$ cat config.mk
export PLATFORM = sky130hd
export DESIGN_NAME = boid_frame_writer_flat
export DESIGN_NICKNAME = d
export VERILOG_FILES = /design/src/rtl/boid_frame_writer_if.sv /design/src/rtl/boid_frame_writer.sv /design/src/flat_wrapper.sv
export SDC_FILE = /design/constraint.sdc
export NUM_CORES = 1
export LEC_CHECK = 0
export BUFFER_PORTS_ARGS = -buffer_cell sky130_fd_sc_hd__buf_2
export CORE_MARGIN = 5
export CORE_UTILIZATION = 56
export CTS_CLUSTER_DIAMETER = 50
export DETAILED_ROUTE_END_ITERATION = 8
export PLACE_DENSITY_LB_ADDON = 0.15
export RECOVER_POWER = 50
export SYNTH_ARGS = -nofsm -noshare
export SYNTH_HDL_FRONTEND = slang
export SYNTH_SLANG_ARGS = --single-unit
$ cat constraint.sdc
create_clock -name clk -period 2.4 [get_ports clk]
set_input_delay 0.48 -clock clk [delete_from_list [all_inputs] [get_ports clk]]
set_output_delay 0.48 -clock clk [all_outputs]
set_load 0.01 [all_outputs]
$ cat src/rtl/boid_frame_writer_if.sv
// boid_frame_writer_if: framebuffer write port plus boid position table lookup.
interface boid_frame_writer_if #(
    parameter int ADDR_WIDTH = 20,
    parameter int DATA_WIDTH = 9,
    parameter int IDX_W      = 4
);
    logic [IDX_W-1:0]      boid_idx;
    logic [9:0]            boid_x;
    logic [8:0]            boid_y;
    logic [ADDR_WIDTH-1:0] wr_addr;
    logic [DATA_WIDTH-1:0] wr_data;
    logic                  wr_en;
    modport master (output boid_idx, wr_addr, wr_data, wr_en, input boid_x, boid_y);
    modport slave  (input boid_idx, wr_addr, wr_data, wr_en, output boid_x, boid_y);
endinterface

$ cat src/rtl/boid_frame_writer.sv
// boid_frame_writer: per frame, erase last frame's boid pixels then plot current positions.
module boid_frame_writer #(
    parameter int NUM_BOIDS  = 16,
    parameter int WIDTH      = 640,
    parameter int HEIGHT     = 480,
    parameter int ADDR_WIDTH = 20,
    parameter int DATA_WIDTH = 9,
    parameter int BOID_COLOR = 42,
    parameter int BG_COLOR   = 31
) (
    input  logic                 clk,
    input  logic                 reset,
    input  logic                 screenEnd,
    boid_frame_writer_if.master  bus,
    output logic                 busy,
    output logic                 frame_done,
    output logic                 overrun
);
    localparam int IDX_W = $clog2(NUM_BOIDS);
    typedef enum logic [1:0] {IDLE, ERASE, DRAW, DONE} state_t;
    state_t state, nxt;
    logic se_q, start, last, in_b;
    logic [IDX_W-1:0] idx, last_idx;
    logic [NUM_BOIDS-1:0] old_valid;
    logic [ADDR_WIDTH-1:0] old_addr [NUM_BOIDS];
    logic [ADDR_WIDTH-1:0] pix;

    assign start = screenEnd & ~se_q;
    assign last  = idx == IDX_W'(NUM_BOIDS - 1);
    assign in_b  = 32'(bus.boid_x) < WIDTH && 32'(bus.boid_y) < HEIGHT;
    assign pix   = ADDR_WIDTH'(bus.boid_x) + ADDR_WIDTH'(WIDTH) * ADDR_WIDTH'(bus.boid_y);
    // table index follows the counter only while drawing, otherwise holds
    assign bus.boid_idx = state == DRAW ? idx : last_idx;

    always_ff @(posedge clk or negedge reset)
        if (!reset) state <= IDLE;
        else state <= nxt;

    always_comb begin
        nxt = state;
        unique case (state)
            IDLE:    nxt = start ? ERASE : IDLE;
            ERASE:   nxt = last ? DRAW : ERASE;
            DRAW:    nxt = last ? DONE : DRAW;
            default: nxt = IDLE;
        endcase
    end

    always_ff @(posedge clk or negedge reset)
        if (!reset) begin
            se_q        <= 1'b0;
            busy        <= 1'b0;
            frame_done  <= 1'b0;
            overrun     <= 1'b0;
            idx         <= '0;
            last_idx    <= '0;
            old_valid   <= '0;
            bus.wr_en   <= 1'b0;
            bus.wr_addr <= '0;
            bus.wr_data <= '0;
        end else begin
            se_q       <= screenEnd;
            busy       <= nxt != IDLE;
            frame_done <= state == DONE;
            overrun    <= start && state != IDLE;
            idx        <= (state == ERASE || state == DRAW) && !last ? idx + IDX_W'(1) : '0;
            bus.wr_en  <= state == ERASE ? old_valid[idx] : state == DRAW && in_b;
            if (state == ERASE && old_valid[idx]) begin
                bus.wr_addr <= old_addr[idx];
                bus.wr_data <= DATA_WIDTH'(BG_COLOR);
            end
            if (state == DRAW) begin
                last_idx       <= idx;
                old_valid[idx] <= in_b;
                if (in_b) begin
                    bus.wr_addr <= pix;
                    bus.wr_data <= DATA_WIDTH'(BOID_COLOR);
                end
            end
        end

    // contents are only meaningful where old_valid is set, so no reset needed
    always_ff @(posedge clk)
        if (state == DRAW && in_b) old_addr[idx] <= pix;
endmodule

$ cat src/flat_wrapper.sv
// flat-port wrapper written by rule: the top's interface ports become plain ports
module boid_frame_writer_flat 
#(
    parameter int NUM_BOIDS  = 16,
    parameter int WIDTH      = 640,
    parameter int HEIGHT     = 480,
    parameter int ADDR_WIDTH = 20,
    parameter int DATA_WIDTH = 9,
    parameter int BOID_COLOR = 42,
    parameter int BG_COLOR   = 31
)
  (clk, reset, screenEnd, busy, frame_done, overrun, bus_boid_idx, bus_wr_addr, bus_wr_data, bus_wr_en, bus_boid_x, bus_boid_y);
  boid_frame_writer_if #(.ADDR_WIDTH(ADDR_WIDTH), .DATA_WIDTH(DATA_WIDTH), .IDX_W(4)) bus_i ();
  input  logic clk;
  input  logic reset;
  input  logic screenEnd;
  output logic busy;
  output logic frame_done;
  output logic overrun;
  output wire logic [$bits(bus_i.boid_idx)-1:0] bus_boid_idx;
  output wire logic [$bits(bus_i.wr_addr)-1:0] bus_wr_addr;
  output wire logic [$bits(bus_i.wr_data)-1:0] bus_wr_data;
  output wire logic [$bits(bus_i.wr_en)-1:0] bus_wr_en;
  input wire logic [$bits(bus_i.boid_x)-1:0] bus_boid_x;
  input wire logic [$bits(bus_i.boid_y)-1:0] bus_boid_y;
  assign bus_boid_idx = bus_i.boid_idx;
  assign bus_wr_addr = bus_i.wr_addr;
  assign bus_wr_data = bus_i.wr_data;
  assign bus_wr_en = bus_i.wr_en;
  assign bus_i.boid_x = bus_boid_x;
  assign bus_i.boid_y = bus_boid_y;
  boid_frame_writer #(.NUM_BOIDS(NUM_BOIDS), .WIDTH(WIDTH), .HEIGHT(HEIGHT), .ADDR_WIDTH(ADDR_WIDTH), .DATA_WIDTH(DATA_WIDTH), .BOID_COLOR(BOID_COLOR), .BG_COLOR(BG_COLOR)) u_core (.clk(clk), .reset(reset), .screenEnd(screenEnd), .bus(bus_i), .busy(busy), .frame_done(frame_done), .overrun(overrun));
endmodule
==> summary.txt <==
CP most frequent cell: ha_4
Fraction of layout cells with a size suffix above 1: 0.3093
Total Wirelength: 34020 um
Worst-margin pin slew: 1658 ps
Hold path startpoint: screenEnd
Final std cells w/o fill: 1406
Top-level I/O count: 59
EDFF count, synth: 320
Slew Limit Fails: 22
Final setup margin: -146.7 ps
Worst vdd ir: 0.5509 mV
Tot GR Track Use: 0.2249
Sequential fraction of the synthesis area: 0.7115
Placed instance count: 1328
ANT nets after route: 0
Antenna violations before repair: 0
Reg2Reg Depth: 7
Fin Clk Skew: 23.16 ps
Synth Register Bits: 380
GPL Wtd Cong: 0.8631
Design Power: 0.01946 W
Rows: 61
Vias/cell: 5.879
Power Density: 1033 nW/um^2
MaxCap Viol Count: 1
Initial DRC count: 605
CTS tree: built
Status: finished, violations left
Crit-path cells: buf_8 > ha_4 > ha_4 > fa_2 > xor2_2 > nand3_2 > nor4_4 > nand2_1 > a211o_1 > xor2_4 > buf_12 > o21a_1
CP top delay family: adder cells
Largest net degree at the start of global routing: 57
Initial Util: 0.5652
Crit path kind: in -> reg
Worst-path fanout max: 17
Post-synth top flop: edfxtp_1
Average wire per standard cell: 24.20 um
Post-synth ARST share: 0.1579
RSZ-0062 raised after global routing: true
Crit path largest cell delay: 370 ps
Final-stage net count: 1050
Area Growth Syn to Fin: 20.55%
FILL cells: 1814
Fin crit share: 1.061
# hold bufs at CTS: 0
Hold_ws: 125.3 ps
Core Region: 27630 sq um
Reg area: 11120 sq um
CTS Buf Count: 38
Worst hold stages: 1
Critical Path AT: 2940 ps
Drt drc: 0
Element type at the critical path start: input port
CP max-delay cell: a211o_1
Unique masters post-synth: 56
Die area: 31330 sq um
Final Hold Violating Endpoints: 0
Cells after Synth: 809
R2R setup slack: 60 ps
Crit Reg-Reg Endpoint: u_core.bus.wr_addr[16]$_DFF_PN0_
Clk sinks: 380
Failing checks: capacitance limit, slew limit, setup timing
Global route overflow: 0
Vias in the first global route: 8715
DRT Pass-1 Iters: 5
Fin crit period: 2547 ps
Slew margin rel.: -0.1054
Clk pin slew, worst setup/hold paths: 60 ps
Die X: 177.0 um
Yosys warning count: 0
Crit path buf inv count: 2
H-tree depth: 2
Root buf cell: clkbuf_16
Post-Syn Area: 15620 sq um
P_leak: 6.504 nW
Detailed-placement wirelength estimate: 20700 um
Endpoints failing setup: 50
Ant. Diodes: 0
Global-route wire length before repair: 52430 um
Hold Crit Endpoint: u_core.se_q$_DFF_PN0_
CP required: 2800 ps
Min-Delay Path Class: in -> reg
Via Count: 8266
Largest buffer count on any clock path: 3
Port Buffers: 58
Fmax: 392.7 MHz
Post-synthesis average cell area: 19.30 sq um
Die Height: 177.0 um
Crit path capture type: flop
Area of the multi-input gates: 4494 sq um
Clk_lat worst skew: 520 ps
R2r startpoint: u_core.idx[0]$_DFF_PN0_
[synthesized netlist by cell type, types with 7 or more instances]
cell type,n,area share
a21oi_1,10,0.0032
buf_1,10,0.0024
buf_6,7,0.0050
clkbuf_1,17,0.0041
dfrtp_1,60,0.096
edfxtp_1,320,0.62
ha_1,26,0.021
inv_1,13,0.0031
mux2i_1,24,0.015
mux4_1,22,0.037
mux4_2,80,0.12
nand2_1,32,0.0077
nand3_1,12,0.0038
nor2_1,37,0.0089
o21ai_0,38,0.012
o21ai_1,16,0.0051
[area by class of cell]
cell class / instances / share of cell area
Multi-Input combinational cell: 389 / 0.2387
Clock inverter: 12 / 0.005317
Clock buffer: 56 / 0.05623
Sequential cell: 380 / 0.5907
Inverter: 13 / 0.002592
Timing Repair Buffer: 178 / 0.08135
Tap cell: 378 / 0.02512
[state kept, by name (all words and copies together) (netlist names)]
signal              count
u_core.bus.wr_addr     20
u_core.bus.wr_data      9
u_core.bus.wr_en        1
u_core.busy             1
u_core.frame_done       1
u_core.idx              4
u_core.last_idx         4
u_core.old_addr       320
u_core.old_valid       16
u_core.overrun          1
u_core.se_q             1
u_core.state            2
[how the worst max path moves through the flow]
stage	from	end	cells after the start
4_1_cts	bus_boid_y[3]	u_core.bus.wr_addr[16]$_DFF_PN0_	12
5_1_grt	bus_boid_y[1]	u_core.bus.wr_addr[16]$_DFF_PN0_	12
3_5_place_dp	bus_boid_y[1]	u_core.old_addr[0][17]$_DFFE_PP_	10
6_report	bus_boid_y[1]	u_core.bus.wr_addr[16]$_DFF_PN0_	12
2_1_floorplan	bus_boid_y[1]	u_core.bus.wr_addr[16]$_DFF_PN0_	9
3_3_place_gp	bus_boid_y[1]	u_core.old_addr[0][17]$_DFFE_PP_	10
[per-stage QoR]
step | worst slack, ps | utilization | setup TNS [ps] | area (sq um)
global placement | -801.0 | 0.6342 | -51310 | 17520
floorplan | -369.8 | - | -21290 | 15840
detailed placement | -966.5 | 0.6342 | -60820 | 17520
CTS | -163.3 | 0.6823 | -5622 | 18850
global route | -233.1 | 0.6814 | -8587 | 18830
finish | -146.7 | 0.6814 | -4691 | 18830
[routing by layer]
| metal | up-vias | wire length (um) | track usage |
|---|---|---|---|
| met3 | 45 | 2383 | 0.04123 |
| met4 | 0 | 517 | 0.04739 |
| met1 | 4252 | 13500 | 0.3056 |
| met5 | - | 0 | 0 |
| li1 | 3634 | - | - |
| met2 | 335 | 17620 | 0.3881 |
[power breakdown]
group / internal [W] / switching (W)
sequential: 0.00766 / 0.000312
combinational: 0.00318 / 0.00284
clock: 0.00317 / 0.00228
total: 0.0140 / 0.00544
[cells in the final DEF (no fill, tap or decap), types with 6 or more instances in the layout]
cell and count:
edfxtp_1 320, mux4_2 82, buf_4 81, clkbuf_1 60, dfrtp_1 57, o21ai_0 38
clkbuf_16 38, nand2_1 32, buf_12 28, mux2i_1 24, ha_1 22, mux4_1 20
nor2_1 19, nor2_2 18, o21ai_1 16, conb_1 16, buf_2 14, inv_1 13
nand3_1 10, a21oi_1 9, mux2_2 6
[cell families after synthesis]
family          after synthesis  synth area share
flops                       380            0.7115
mux                         132            0.1721
simple gates                115           0.03518
compound gates               86           0.03205
buf+inv                      55           0.01883
fa+ha+maj                    28           0.02340
xor+xnor                     12          0.006730
other cells                   1         0.0002401
[what timing repair did]
action,CTS,global route
gates cloned,1,0
pin swaps,3,7
setup buffers,9,4
endpoints found under the setup margin,72,81
gates resized for setup,9,18
(Power assumes the default switching activity.)
